`src/rtl/alu_issue_ctrl.sv`:
```
// Issue/writeback controller for the 8-bit ALU: owns a 4x8 register file, issues
// register-register instructions to the ALU and returns result plus {C,N,Z} flags.
module alu_issue_ctrl #(
    parameter logic [7:0] REG_RESET = 8'h00
) (
    input  logic       clk,
    input  logic       rst_n,
    input  logic       instr_valid,
    output logic       instr_ready,
    input  logic [7:0] instr,
    input  logic       ld_en,
    input  logic [1:0] ld_addr,
    input  logic [7:0] ld_data,
    input  logic [1:0] dbg_addr,
    output logic [7:0] dbg_data,
    output logic [7:0] alu_a,
    output logic [7:0] alu_b,
    output logic [3:0] alu_op,
    input  logic [7:0] alu_c,
    output logic       rsp_valid,
    input  logic       rsp_ready,
    output logic [7:0] rsp_result,
    output logic [2:0] rsp_flags
);

    typedef enum logic [1:0] {StIdle, StIssue, StResp} state_t;

    localparam logic [3:0] OpNeg = 4'h9;
    localparam logic [3:0] OpAdd = 4'h6;
    localparam logic [3:0] OpSub = 4'h7;
    localparam logic [3:0] OpInc = 4'hA;
    localparam logic [3:0] OpDec = 4'hB;

    state_t     state;
    logic [7:0] regs [4];
    logic [1:0] rd;
    logic [8:0] sum;
    logic       carry;

    assign instr_ready = (state == StIdle);
    assign dbg_data    = regs[dbg_addr];

    // Carry is derived from the latched operands, not from the ALU result.
    always_comb begin
        sum   = {1'b0, alu_a} + {1'b0, alu_b};
        carry = 1'b0;
        case (alu_op)
            OpAdd:   carry = sum[8];
            OpSub:   carry = (alu_a < alu_b);
            OpInc:   carry = (alu_a == 8'hFF);
            OpDec:   carry = (alu_a == 8'h00);
            OpNeg:   carry = (alu_a != 8'h00);
            default: carry = 1'b0;
        endcase
    end

    always_ff @(posedge clk or negedge rst_n) begin
        if (!rst_n) begin
            state      <= StIdle;
            for (int i = 0; i < 4; i++) begin
                regs[i] <= REG_RESET;
            end
            rd         <= 2'd0;
            alu_a      <= 8'h00;
            alu_b      <= 8'h00;
            alu_op     <= 4'h0;
            rsp_valid  <= 1'b0;
            rsp_result <= 8'h00;
            rsp_flags  <= 3'b000;
        end else begin
            case (state)
                StIdle: begin
                    // Operands read pre-load values when load and accept coincide.
                    if (ld_en) begin
                        regs[ld_addr] <= ld_data;
                    end
                    if (instr_valid) begin
                        alu_a  <= regs[instr[3:2]];
                        alu_b  <= regs[instr[1:0]];
                        alu_op <= instr[7:4];
                        rd     <= instr[3:2];
                        state  <= StIssue;
                    end
                end
                StIssue: begin
                    regs[rd]   <= alu_c;
                    rsp_result <= alu_c;
                    rsp_flags  <= {carry, alu_c[7], (alu_c == 8'h00)};
                    rsp_valid  <= 1'b1;
                    state      <= StResp;
                end
                StResp: begin
                    if (rsp_ready) begin
                        rsp_valid <= 1'b0;
                        state     <= StIdle;
                    end
                end
                default: state <= StIdle;
            endcase
        end
    end

endmodule

```
`config.mk`:
```
export PLATFORM = sky130hd
export DESIGN_NAME = alu_issue_ctrl
export DESIGN_NICKNAME = d
export VERILOG_FILES = /design/src/rtl/alu_issue_ctrl.sv
export SDC_FILE = /design/constraint.sdc
export NUM_CORES = 1
export LEC_CHECK = 0
export BUFFER_PORTS_ARGS = -buffer_cell sky130_fd_sc_hd__buf_2
export CORE_MARGIN = 2
export CORE_UTILIZATION = 55
export CTS_CLUSTER_SIZE = 20
export DETAILED_ROUTE_END_ITERATION = 12
export PLACE_DENSITY_LB_ADDON = 0.08
export SLEW_MARGIN = 20
export SYNTH_ARGS = -nofsm -noshare
export SYNTH_HDL_FRONTEND = slang
export SYNTH_SLANG_ARGS = --single-unit
```
`constraint.sdc`:
```
create_clock -name clk -period 3 [get_ports clk]
set_input_delay 0.15 -clock clk [delete_from_list [all_inputs] [get_ports clk]]
set_output_delay 0.15 -clock clk [all_outputs]
set_load 0.01 [all_outputs]
```
Yosys cells after proc, flatten, opt, wreduce, memory -nomap -nowiden:

Cells that the tools add are included.

* word-level logic and storage cells: 72
* ROM bits: 0
* latch bits: 0
* bits in writable memories: 0
* memories kept: 0
* bits of input ports: 33
* register bits after elaboration: 68

* equal/unequal tests: 11
* order comparisons: 8
* add/sub/neg operators: 1
* $mul: 0
* mux-type cells: 23
* divide/modulo/power cells: 0
* bitwise logic cells: 5
* reductions and logical operators: 12
* shift operators: 0

Operators with widths (number)
* bitwise mux 32 bit: 2
* two-way mux 8 bit: 8
* one-hot mux 32 bit (2 select lines): 1
* binary-select mux 8 bit (select 2 bit): 3
* demux 8 bit (select 2 bit): 2
* two-way mux 32 bit: 1
* zero test 8 bit: 2
* greater-or-equal comparator 3 bit (second input constant): 5
* inverter 2 -> 3 bit: 5
* equality test 4 bit (second input constant): 3
* adder 8 x 8 -> 9 bit: 1
* equality test 4 x 3 -> 1 bit (second input constant): 2
* equality test 8 bit (second input constant): 1
* < comparator 8 bit: 1
* AND reduction 2 bit: 4
* nonzero test 8 bit: 1
* < comparator 3 x 1 -> 1 bit (second input constant): 2
* one-hot mux 2 bit (3 select lines): 1
* one-hot mux 1 bit (5 select lines): 1
* two-way mux 2 bit: 2
* inequality test 2 bit (second input constant): 2
* nonzero test 2 bit: 2
* equality test 2 x 1 -> 1 bit (second input constant): 1
* equality test 2 bit (second input constant): 1
* 5 further kinds: 6

Longest topological paths before layout:

Gate-level depths: netlist of the first run.

* depth after elaboration: 8
* gate-level depth with buffers: 7

Worst setup path before layout of the first run:

No wires, ideal clock.

* path type: flip-flop to flip-flop
* start: register alu_a[2]
* end: register rsp_flags[2]
* cell stages (with the launch flop): 7
* period minus slack after synthesis: 1.858 ns
* setup slack: 1.142 ns
* data arrival time: 1.730 ns
* library setup time: 0.128 ns
* path buffers: 0
* cell sequence: dfrtp_1 > ha_1 > and4bb_2 > a2111oi_0 > o211ai_1 > a22oi_1 > o21ai_0

* longest elaborated chain between the ends: 2
* elaborated cells on any way between the ends: 6

RTL lines
* start, declared: RTL line 16 `output logic [7:0] alu_a,`
* start signal, assigned: RTL line 78 `alu_a <= regs[instr[3:2]];`
* adder 8 x 8 -> 9 bit (tied with other cells): RTL line 45 `sum = {1'b0, alu_a} + {1'b0, alu_b};`
* one-hot mux 1 bit (5 select lines) (*): RTL line 47 `case (alu_op)`
* end signal, assigned: RTL line 88 `rsp_flags <= {carry, alu_c[7], (alu_c == 8'h00)};`
* end, declared: RTL line 23 `output logic [2:0] rsp_flags`

Every way passes the cells marked *; elsewhere a longest branch is shown, timed or not.
A chain may end at the register's enable or synchronous reset.

Worst setup path after layout of the first run:

* start: register state[0]
* end: register regs[21] (netlist name)

* longest elaborated chain between the ends: 3
* elaborated cells on any way between the ends: 6

RTL lines
* start, declared: RTL line 34 `state_t state;`
* start signal, assigned: RTL line 59 `state <= StIdle;`
* start signal, assigned: RTL line 82 `state <= StIssue;`
* start signal, assigned: RTL line 90 `state <= StResp;`
* zero test 2 bit / equality test 2 x 1 -> 1 bit (equally long branches): RTL line 71 `case (state)`
* inequality test 2 x 1 -> 1 bit (no source line) / nonzero test 2 bit (equally long branches)
* AND reduction 2 bit (no source line)
* end signal, assigned by index: RTL line 75 `regs[ld_addr] <= ld_data;`
* end signal, assigned by index: RTL line 86 `regs[rd] <= alu_c;`
* end, declared: RTL line 35 `logic [7:0] regs [4];`

Several ways; a longest one is shown, not always the timed one.

==> flow_summary.toml, run 1 <==
[status]
status = "complete, no violations"

[synth]
syn_area_um2 = 3936
ys_seq_area_share_pct = 42.59
synthFlopType = "dfrtp_1"
ys_types = 46
ys_top_cells_by_area = "dfrtp_1 43%, mux4_2 14%, a22oi_1 6.3%"
ys_seq_elements = 67
synth_top_area_cell = "dfrtp_1"
ys_warn_count = 0
async_flop_share_pct = 100.0
synth_edf_count = 0
syn_nets = 415
synth.avg_cell_area_um2 = 10.70
synthCells = 368
synth_most_common_cell = "dfrtp_1"
synth_top_cell_area_share_pct = 42.59
synth_commonest_cells = "67 x dfrtp_1, 41 x nand2_1, 39 x nor2_1"

[place]
hpwl_mm = 7.127
gp_congestion = 0.8928
dpl.cell_count = 516
port_buffers = 73

[layout]
nNetsFinal = 479
antennaDiodeCount = 0
finalNonFillerCells = 533
syn2layout_area_growth_pct = 13.83
drive_gt1_share_pct = 33.64

[grt]
grt_pass1_wl_mm = 15.53
grt_usage_pct = 26.38
grt_pass1_vias = 3054
grt_max_degree = 48
grt-ovfl-total = 0
antenna_found_initial = 0

[cts]
path_clk_slew_ns = 0.07
cts_resized = 0
clk_path_buf_depth = 2
clk_latency_ns = 0.34
tritoncts = "built"
postCtsSetupRepairBufs = 0
cts_buffers = 9
clock-root-buffer = "clkbuf_8"
clkSinkCount = 67
cts_htree_levels = 3

[drt]
dr.pass1.iters = 4
route.detailed.drc = 0
wl_per_cell_um = 17.83
via_per_inst = 6.013
drtAntennaViolNets = 0
vias = 3205
wirelength_mm = 9.502
drt-initial-drc-count = 262

[floorplanning]
pin_count = 74
dieHeight_um = 88.60
dieArea_um2 = 7850
core-area_um2 = 6869
start_util_pct = 57.30
std_cell_rows = 30
dieWidth_um = 88.60

[sta]
setup_viol_count_final = 0
hold_viol_final = 0
rsz0062_at_grt = "false"
whs_ns = 0.02030
max_freq_ghz = 0.4981
slew_violations = 0
worst_clock_skew_ns = 0.01057
finalCritPeriodShare_pct = 66.92
fin_crit_ns = 2.008
relSlewSlack_pct = 56.95
max_slew.worst_pin.slew_ns = 0.6457
tns_ns = 0

[worst_setup_path]
cpPeakStageDelay_ns = 0.60
cp-end-kind = "flop"
critical_path_class = "flop to flop"
cp_slowest_cell = "nor2b_2"
cp_max_fo = 14
worstPathArrival_ns = 2.27
cp.required_ns = 3.26
start_kind = "flop"
path_cells = "nor2b_2 > and3_1 > a22oi_1 > a21oi_1"

[run]
max_cap_violations = 0

[power_and_ir_drop]
powerDensity_nw_per_um2 = 1034
irDropWorstVdd_uv = 457.7
p_leak_uw = 0.001963

[worst_hold_path]
hp-class = "input port to flop"
==> cells in the final DEF (no fill, tap or decap), types with 2 or more instances in the layout <==
cell / instances
nand2b_1: 2
mux4_2: 24
dfrtp_1: 67
clkinv_2: 4
nor2_2: 2
a21oi_1: 36
o21ai_0: 15
buf_2: 72
a211oi_1: 2
nor2b_1: 3
nand4_1: 3
nand2_1: 41
nand4b_1: 2
nand3_1: 3
a21oi_2: 3
nand3b_1: 2
nor3_2: 3
ha_1: 14
inv_1: 12
clkbuf_8: 9
and4bb_2: 2
a22oi_1: 33
buf_4: 4
and3_1: 2
mux2_2: 13
clkinv_4: 2
nor4_1: 4
nor2_1: 39
==> power by group <==
group / switching (uW) / total, uW / leakage [uW] / internal [uW]
Sequential: 552 / 1910 / 0.000803 / 1360
Combinational: 1040 / 2080 / 0.00107 / 1030
Clock: 355 / 651 / 0.0000887 / 296
==> registers in the layout, indices dropped and copies added (netlist names) <==
register and flops:
alu_a 8, alu_b 8, alu_op 4, rd 2, regs 32, rsp_flags 3, rsp_result 7, rsp_valid 1
state 2
==> logic make-up after synthesis <==
family,Yosys count,synth area share (%)
buffers and inverters,36,4.831
muxes,37,17.45
AOI/OAI and AO/OA,96,15.48
adders and majority gates,14,4.450
DFF,67,42.59
xor gates and xnor gates,1,0.2225
and+or+nand+nor,117,14.97
==> final cells by class <==
| class | instances | area, um2 |
|---|---|---|
| inverter | 12 | 45.04 |
| timing repair buffer | 77 | 400.4 |
| fill | 591 | 2389 |
| clock inverter | 7 | 45.04 |
| sequential | 67 | 1677 |
| multi-input combinational | 265 | 2069 |
| tap | 96 | 120.1 |
| clock buffer | 9 | 123.9 |
==> path summary, 6_finish.rpt <==
kind                       cells after the start     startpoint  slack, ns       endpoint
max in group asynchronous                      3          rst_n       2.02       alu_b[1]
min in group asynchronous                      2          rst_n       0.35        regs[8]
max                                            4       state[0]       0.99       regs[21]
min reg2reg                                    2  rsp_result[1]       0.48  rsp_result[1]
min                                            2      rsp_ready       0.02       state[1]
max reg2reg                                    4       state[0]       0.99       regs[21]
==> routing by layer <==
metal	up-vias	part of all wire [%]	global-route usage [%]
met5	-	0	0
met4	0	1.3	8.127
met3	11	5.6	3.918
met2	123	48	41.97
met1	1588	46	37.98
li1	1483	-	-
==> worst max-delay path, delay by kind of cell (launching register included) <==
kind	cells	cell delay [ns]
simple gates	2	1.04
flops	1	0.54
compound gates	2	0.35
==> metrics by stage <==
step	instance area, um2	util (%)	worst slack (ns)	total power [uW]
floorplan	3936	-	1.142	3306
global placement	4299	62.59	1.084	3875
detailed placement	4299	62.59	1.049	3982
CTS	4468	65.05	1.032	4636
global route	4481	65.23	0.8310	5020
finish	4481	65.23	0.9924	4634
==> repair_timing <==
action	CTS	global route
endpoints found under the hold margin	0	45
setup endpoints to repair	0	0
hold buffers	0	1
Note: power is estimated with default switching activity, not from simulation.
==> run 2: changes to the inputs <==
--- a/config.mk
+++ b/config.mk
@@ -7,7 +7,7 @@
 export LEC_CHECK = 0
 export BUFFER_PORTS_ARGS = -buffer_cell sky130_fd_sc_hd__buf_2
 export CORE_MARGIN = 2
-export CORE_UTILIZATION = 55
+export CORE_UTILIZATION = 51
 export CTS_CLUSTER_SIZE = 20
 export DETAILED_ROUTE_END_ITERATION = 12
 export PLACE_DENSITY_LB_ADDON = 0.08
==> constraint.sdc (replaced) <==
create_clock -name clk -period 1.8 [get_ports clk]
set_input_delay 0.09 -clock clk [delete_from_list [all_inputs] [get_ports clk]]
set_output_delay 0.09 -clock clk [all_outputs]
set_load 0.01 [all_outputs]
==> run 2 against run 1 <==
Via count down 0.75%; setup slack got worse by 0.86 ns; global-route usage is 2.5 points lower; core utilization down 2.3 points; maximum frequency rose by 20%; non-clock buffer count up 21; clock-buffer cell count unchanged; cell area up 6.9%; worst hold slack got worse by 0.0078 ns; clock skew grew 0.0023 ns; critical path type unchanged; critical endpoint is now regs[5]; largest power group unchanged.
==> flow_summary.toml, run 2 (synthesis results as in run 1) <==
[status]
status = "complete, no violations"

[place]
dpl.cell_count = 535
gp_congestion = 0.8671
hpwl_mm = 6.915
port_buffers = 73

[worst_hold_path]
hp-class = "input port to flop"

[worst_setup_path]
critPathBufInv = 0
critical_path_class = "flop to flop"
path_cells = "or2b_4 > and3_2 > a22oi_1 > a21oi_1"
cp_slowest_cell = "dfrtp_1"
cpPeakStageDelay_ns = 0.56
start_kind = "flop"
cp-end-kind = "flop"
cp_max_fo = 13
worstPathArrival_ns = 1.89
cp.required_ns = 2.02
path_delay_family = "simple AND/OR/NAND/NOR gates"

[floorplanning]
dieWidth_um = 91.86
start_util_pct = 51.74
core-area_um2 = 7607
dieHeight_um = 91.86
pin_count = 74
std_cell_rows = 32
dieArea_um2 = 8437

[layout]
syn2layout_area_growth_pct = 21.65
multi_input_area_um2 = 2113
largest_reg_flops = 32
final_common_cell = "buf_2"
largestRegisters = "regs x32, alu_a x8, alu_b x8"
regMostFlops = "regs"
antennaDiodeCount = 0
nNetsFinal = 500
drive_gt1_share_pct = 36.03
seqCellArea_um2 = 1678
nFillCells = 671
finalNonFillerCells = 560
layout_common_cells = "73 x buf_2, 66 x dfrtp_1, 41 x nand2_1"

[sta]
rsz0062_at_grt = "false"
hold_viol_final = 0
tns_ns = 0
fin_crit_ns = 1.671
slew_violations = 0
relSlewSlack_pct = 70.99
finalCritPeriodShare_pct = 92.85
max_freq_ghz = 0.5983
max_slew.worst_pin.slew_ns = 0.4341
worst_clock_skew_ns = 0.01291
whs_ns = 0.01250
setup_viol_count_final = 0

[power_and_ir_drop]
powerDensity_nw_per_um2 = 1735
p_leak_uw = 0.002101
total_power_uw = 8308
irDropWorstVdd_uv = 813.1

[run]
max_cap_violations = 0

[cts]
tritoncts = "built"
postCtsSetupRepairBufs = 0
cts_buffers = 9
cts_htree_levels = 3
clk_path_buf_depth = 2
clkSinkCount = 67
path_clk_slew_ns = 0.09
clock-root-buffer = "clkbuf_8"
clk_latency_ns = 0.35

[grt]
grt_pass1_wl_mm = 15.75
grt_max_degree = 68
grt_usage_pct = 23.89
grt_pass1_vias = 3106
grt-ovfl-total = 0
antenna_found_initial = 0

[drt]
drtAntennaViolNets = 0
route.detailed.drc = 0
wirelength_mm = 9.227
dr.pass1.iters = 4
vias = 3181
via_per_inst = 5.680
drt-initial-drc-count = 215
wl_per_cell_um = 16.48
==> run 2: worst paths after layout <==
path                                from       endpoint  slack [ns]  cells after the start
setup / recovery                state[0]        regs[5]        0.13                      4
hold / removal                  alu_c[6]  rsp_result[6]        0.01                      3
setup reg to reg                state[0]        regs[5]        0.13                      4
hold reg to reg            rsp_result[6]  rsp_result[6]        0.48                      2
max in group asynchronous          rst_n       alu_a[2]        1.20                      3
min in group asynchronous          rst_n       state[1]        0.28                      3
==> run 2: layout make-up <==
type / instances / share of cell area (%)
inverters: 12 / 0.9407
flip-flops and latches: 67 / 35.04
clock inverters: 7 / 2.090
clock buffers: 9 / 2.587
multi-input cells: 265 / 44.13
well taps: 102 / 2.665
repair buffers: 98 / 12.54
==> run 2: where the power goes <==
group | total, uW | switching, uW | leakage [uW] | internal (uW)
logic | 3780 | 1830 | 0.00119 | 1950
clock network | 1410 | 622 | 0.000114 | 789
registers | 3120 | 855 | 0.000802 | 2260
==> run 2: through the flow <==
step | utilization, % | cell area (um2) | setup slack (ns)
global route | 62.94 | 4788 | 0.01479
detailed placement | 58.42 | 4444 | -0.06556
finish | 62.94 | 4788 | 0.1286
floorplan | - | 3951 | 0.005410
global placement | 58.42 | 4444 | 0.006198
CTS | 62.78 | 4776 | 0.009713
==> run 2: timing repair <==
action / 4_1_cts / 5_1_grt
endpoints found under the hold margin: 75 / 0
pin swaps: 2 / 2
gates resized for setup: 3 / 3
setup endpoints to repair: 1 / 17
hold buffers: 9 / 0
==> run 2: layer usage <==
layer	vias to the layer above	share of wire (%)	global-route usage (%)	wire (um)
met5	-	0	0	0
met4	0	1.4	8.085	125
met3	9	5.1	3.698	472
met2	82	49	37.93	4523
met1	1564	44	33.89	4105
li1	1526	-	-	-
==> run 2: tightest hold or removal path: cells and delay by family <==
kind | cells | cell delay (ns)
buffers and inverters | 1 | 0.14
AND/OR/NAND/NOR | 2 | 0.10
==> run 3: changes to the inputs <==
--- a/config.mk
+++ b/config.mk
@@ -11,6 +11,7 @@
 export CTS_CLUSTER_SIZE = 20
 export DETAILED_ROUTE_END_ITERATION = 12
 export PLACE_DENSITY_LB_ADDON = 0.08
+export RECOVER_POWER = 100
 export SLEW_MARGIN = 20
 export SYNTH_ARGS = -nofsm -noshare
 export SYNTH_HDL_FRONTEND = slang
==> run 3 against run 2 <==
Wire length up 1.1%; worst hold slack lost 0.0034 ns; total power is 2.1% lower.
==> flow_summary.toml, run 3 (synthesis results as in run 1) <==
[status]
status = "complete, no violations"

[sta]
max_freq_ghz = 0.5909
hold_viol_final = 0
setup_viol_count_final = 0
max_slew.worst_pin.slew_ns = 0.9198
slew_violations = 0
worst_clock_skew_ns = 0.01223
whs_ns = 0.009146
rsz0062_at_grt = "false"
fin_crit_ns = 1.692
relSlewSlack_pct = 38.68
finalCritPeriodShare_pct = 94.02

[layout]
largestRegisters = "regs x32, alu_a x8, alu_b x8"
antennaDiodeCount = 0
nNetsFinal = 500
regMostFlops = "regs"
syn2layout_area_growth_pct = 19.29
drive_gt1_share_pct = 26.64
largest_reg_flops = 32
layout_common_cells = "66 x dfrtp_1, 42 x clkbuf_1, 41 x nand2_1"
final_common_cell = "dfrtp_1"
stdcell_area_um2 = 4696

[worst_setup_path]
cp_max_fo = 4
cpPeakStageDelay_ns = 0.42
regToRegSetupSlack_ns = 0.11
critical_path_class = "flop to flop"
reg2reg_from = "alu_a[2]"
path_depth = 6
path_cells = "ha_4 > and4bb_2 > a2111oi_2 > o211ai_1 > a22oi_1 > o21ai_1"
cp-end-kind = "flop"
critPathBufInv = 0
path_delay_family = "compound AO/OA/AOI/OAI gates"
r2r_end = "rsp_flags[2]"
start_kind = "flop"
cp.required_ns = 2.03
cp_slowest_cell = "dfrtp_2"
reg2reg_depth = 6
worstPathArrival_ns = 1.92

[drt]
via_per_inst = 5.682
wl_per_cell_um = 16.66
wirelength_mm = 9.327
drtAntennaViolNets = 0
drt-initial-drc-count = 206
vias = 3182
route.detailed.drc = 0
dr.pass1.iters = 4

[cts]
tritoncts = "built"
cts_htree_levels = 3
cts_buffers = 9
clk_path_buf_depth = 2
clock-root-buffer = "clkbuf_8"
clkSinkCount = 67
path_clk_slew_ns = 0.09
clk_latency_ns = 0.35
postCtsSetupRepairBufs = 0

[floorplanning]
dieHeight_um = 91.86
start_util_pct = 51.74
pin_count = 74
dieArea_um2 = 8437
core-area_um2 = 7607
dieWidth_um = 91.86
std_cell_rows = 32

[worst_hold_path]
worstHoldPathCells = 3
hp-class = "input port to flop"
min_from = "alu_c[6]"
min_to = "rsp_result[6]"

[place]
place_area_um2 = 4444
port_buffers = 73
hpwl_mm = 6.915
gp_congestion = 0.8671

[power_and_ir_drop]
total_power_uw = 8136
irDropWorstVdd_uv = 764.5
p_leak_uw = 0.001961
powerDensity_nw_per_um2 = 1733

[grt]
grt_usage_pct = 23.89
grt_pass1_vias = 3106
grt_pass1_wl_mm = 15.75
antenna_found_initial = 0
grt-ovfl-total = 0
grt_max_degree = 68

[run]
max_cap_violations = 0
## run 3: per-stage QoR
| stage | worst slack (ns) | setup TNS, ns | cells | util [%] |
|---|---|---|---|---|
| floorplan | 0.005410 | 0 | 368 | - |
| global placement | 0.006198 | 0 | 535 | 58.42 |
| detailed placement | -0.06556 | -0.06556 | 535 | 58.42 |
| CTS | 0.009713 | 0 | 560 | 62.78 |
| global route | 0.01479 | 0 | 560 | 61.73 |
| finish | 0.1076 | 0 | 560 | 61.73 |
## run 3: cell type report
type	instances	area, um2
Fill cell	700	2912
Timing Repair Buffer	98	525.5
Clock inverter	7	100.1
Multi-Input combinational cell	265	2096
Clock buffer	9	123.9
Sequential cell	67	1678
Tap cell	102	127.6
Inverter	12	45.04
## run 3: layer usage
layer / track usage [%] / routed length (um)
met3: 3.698 / 421
met2: 37.93 / 4530
met1: 33.89 / 4273
met4: 8.085 / 102
met5: 0 / 0
## run 3: worst max path at each step
stage | startpoint | endpoint | slack (ns)
6_report | alu_a[2] | rsp_flags[2] | 0.11
5_1_grt | state[0] | regs[8] | 0.01
4_1_cts | alu_a[2] | rsp_flags[2] | 0.01
3_5_place_dp | alu_a[2] | rsp_flags[2] | -0.07
3_3_place_gp | alu_a[2] | rsp_flags[2] | 0.006
2_1_floorplan | alu_a[1] | rsp_flags[2] | 0.005
## run 3: repair_timing
| item | 4_1_cts | 5_1_grt |
|---|---|---|
| endpoints found under the setup margin | 1 | 17 |
| resized for setup | 3 | 3 |
| pin swaps | 2 | 2 |
| endpoints found under the hold margin | 75 | 0 |
| hold buffers | 9 | 0 |
## run 3: report_power, final
part | switching [uW] | internal (uW)
registers | 863 | 2260
clock network | 622 | 789
logic | 1820 | 1780
total | 3300 | 4830
## run 3: worst min-delay path: stages
cell     delay [ns]
buf_2          0.14
nand2_1        0.06
nand2_1        0.04
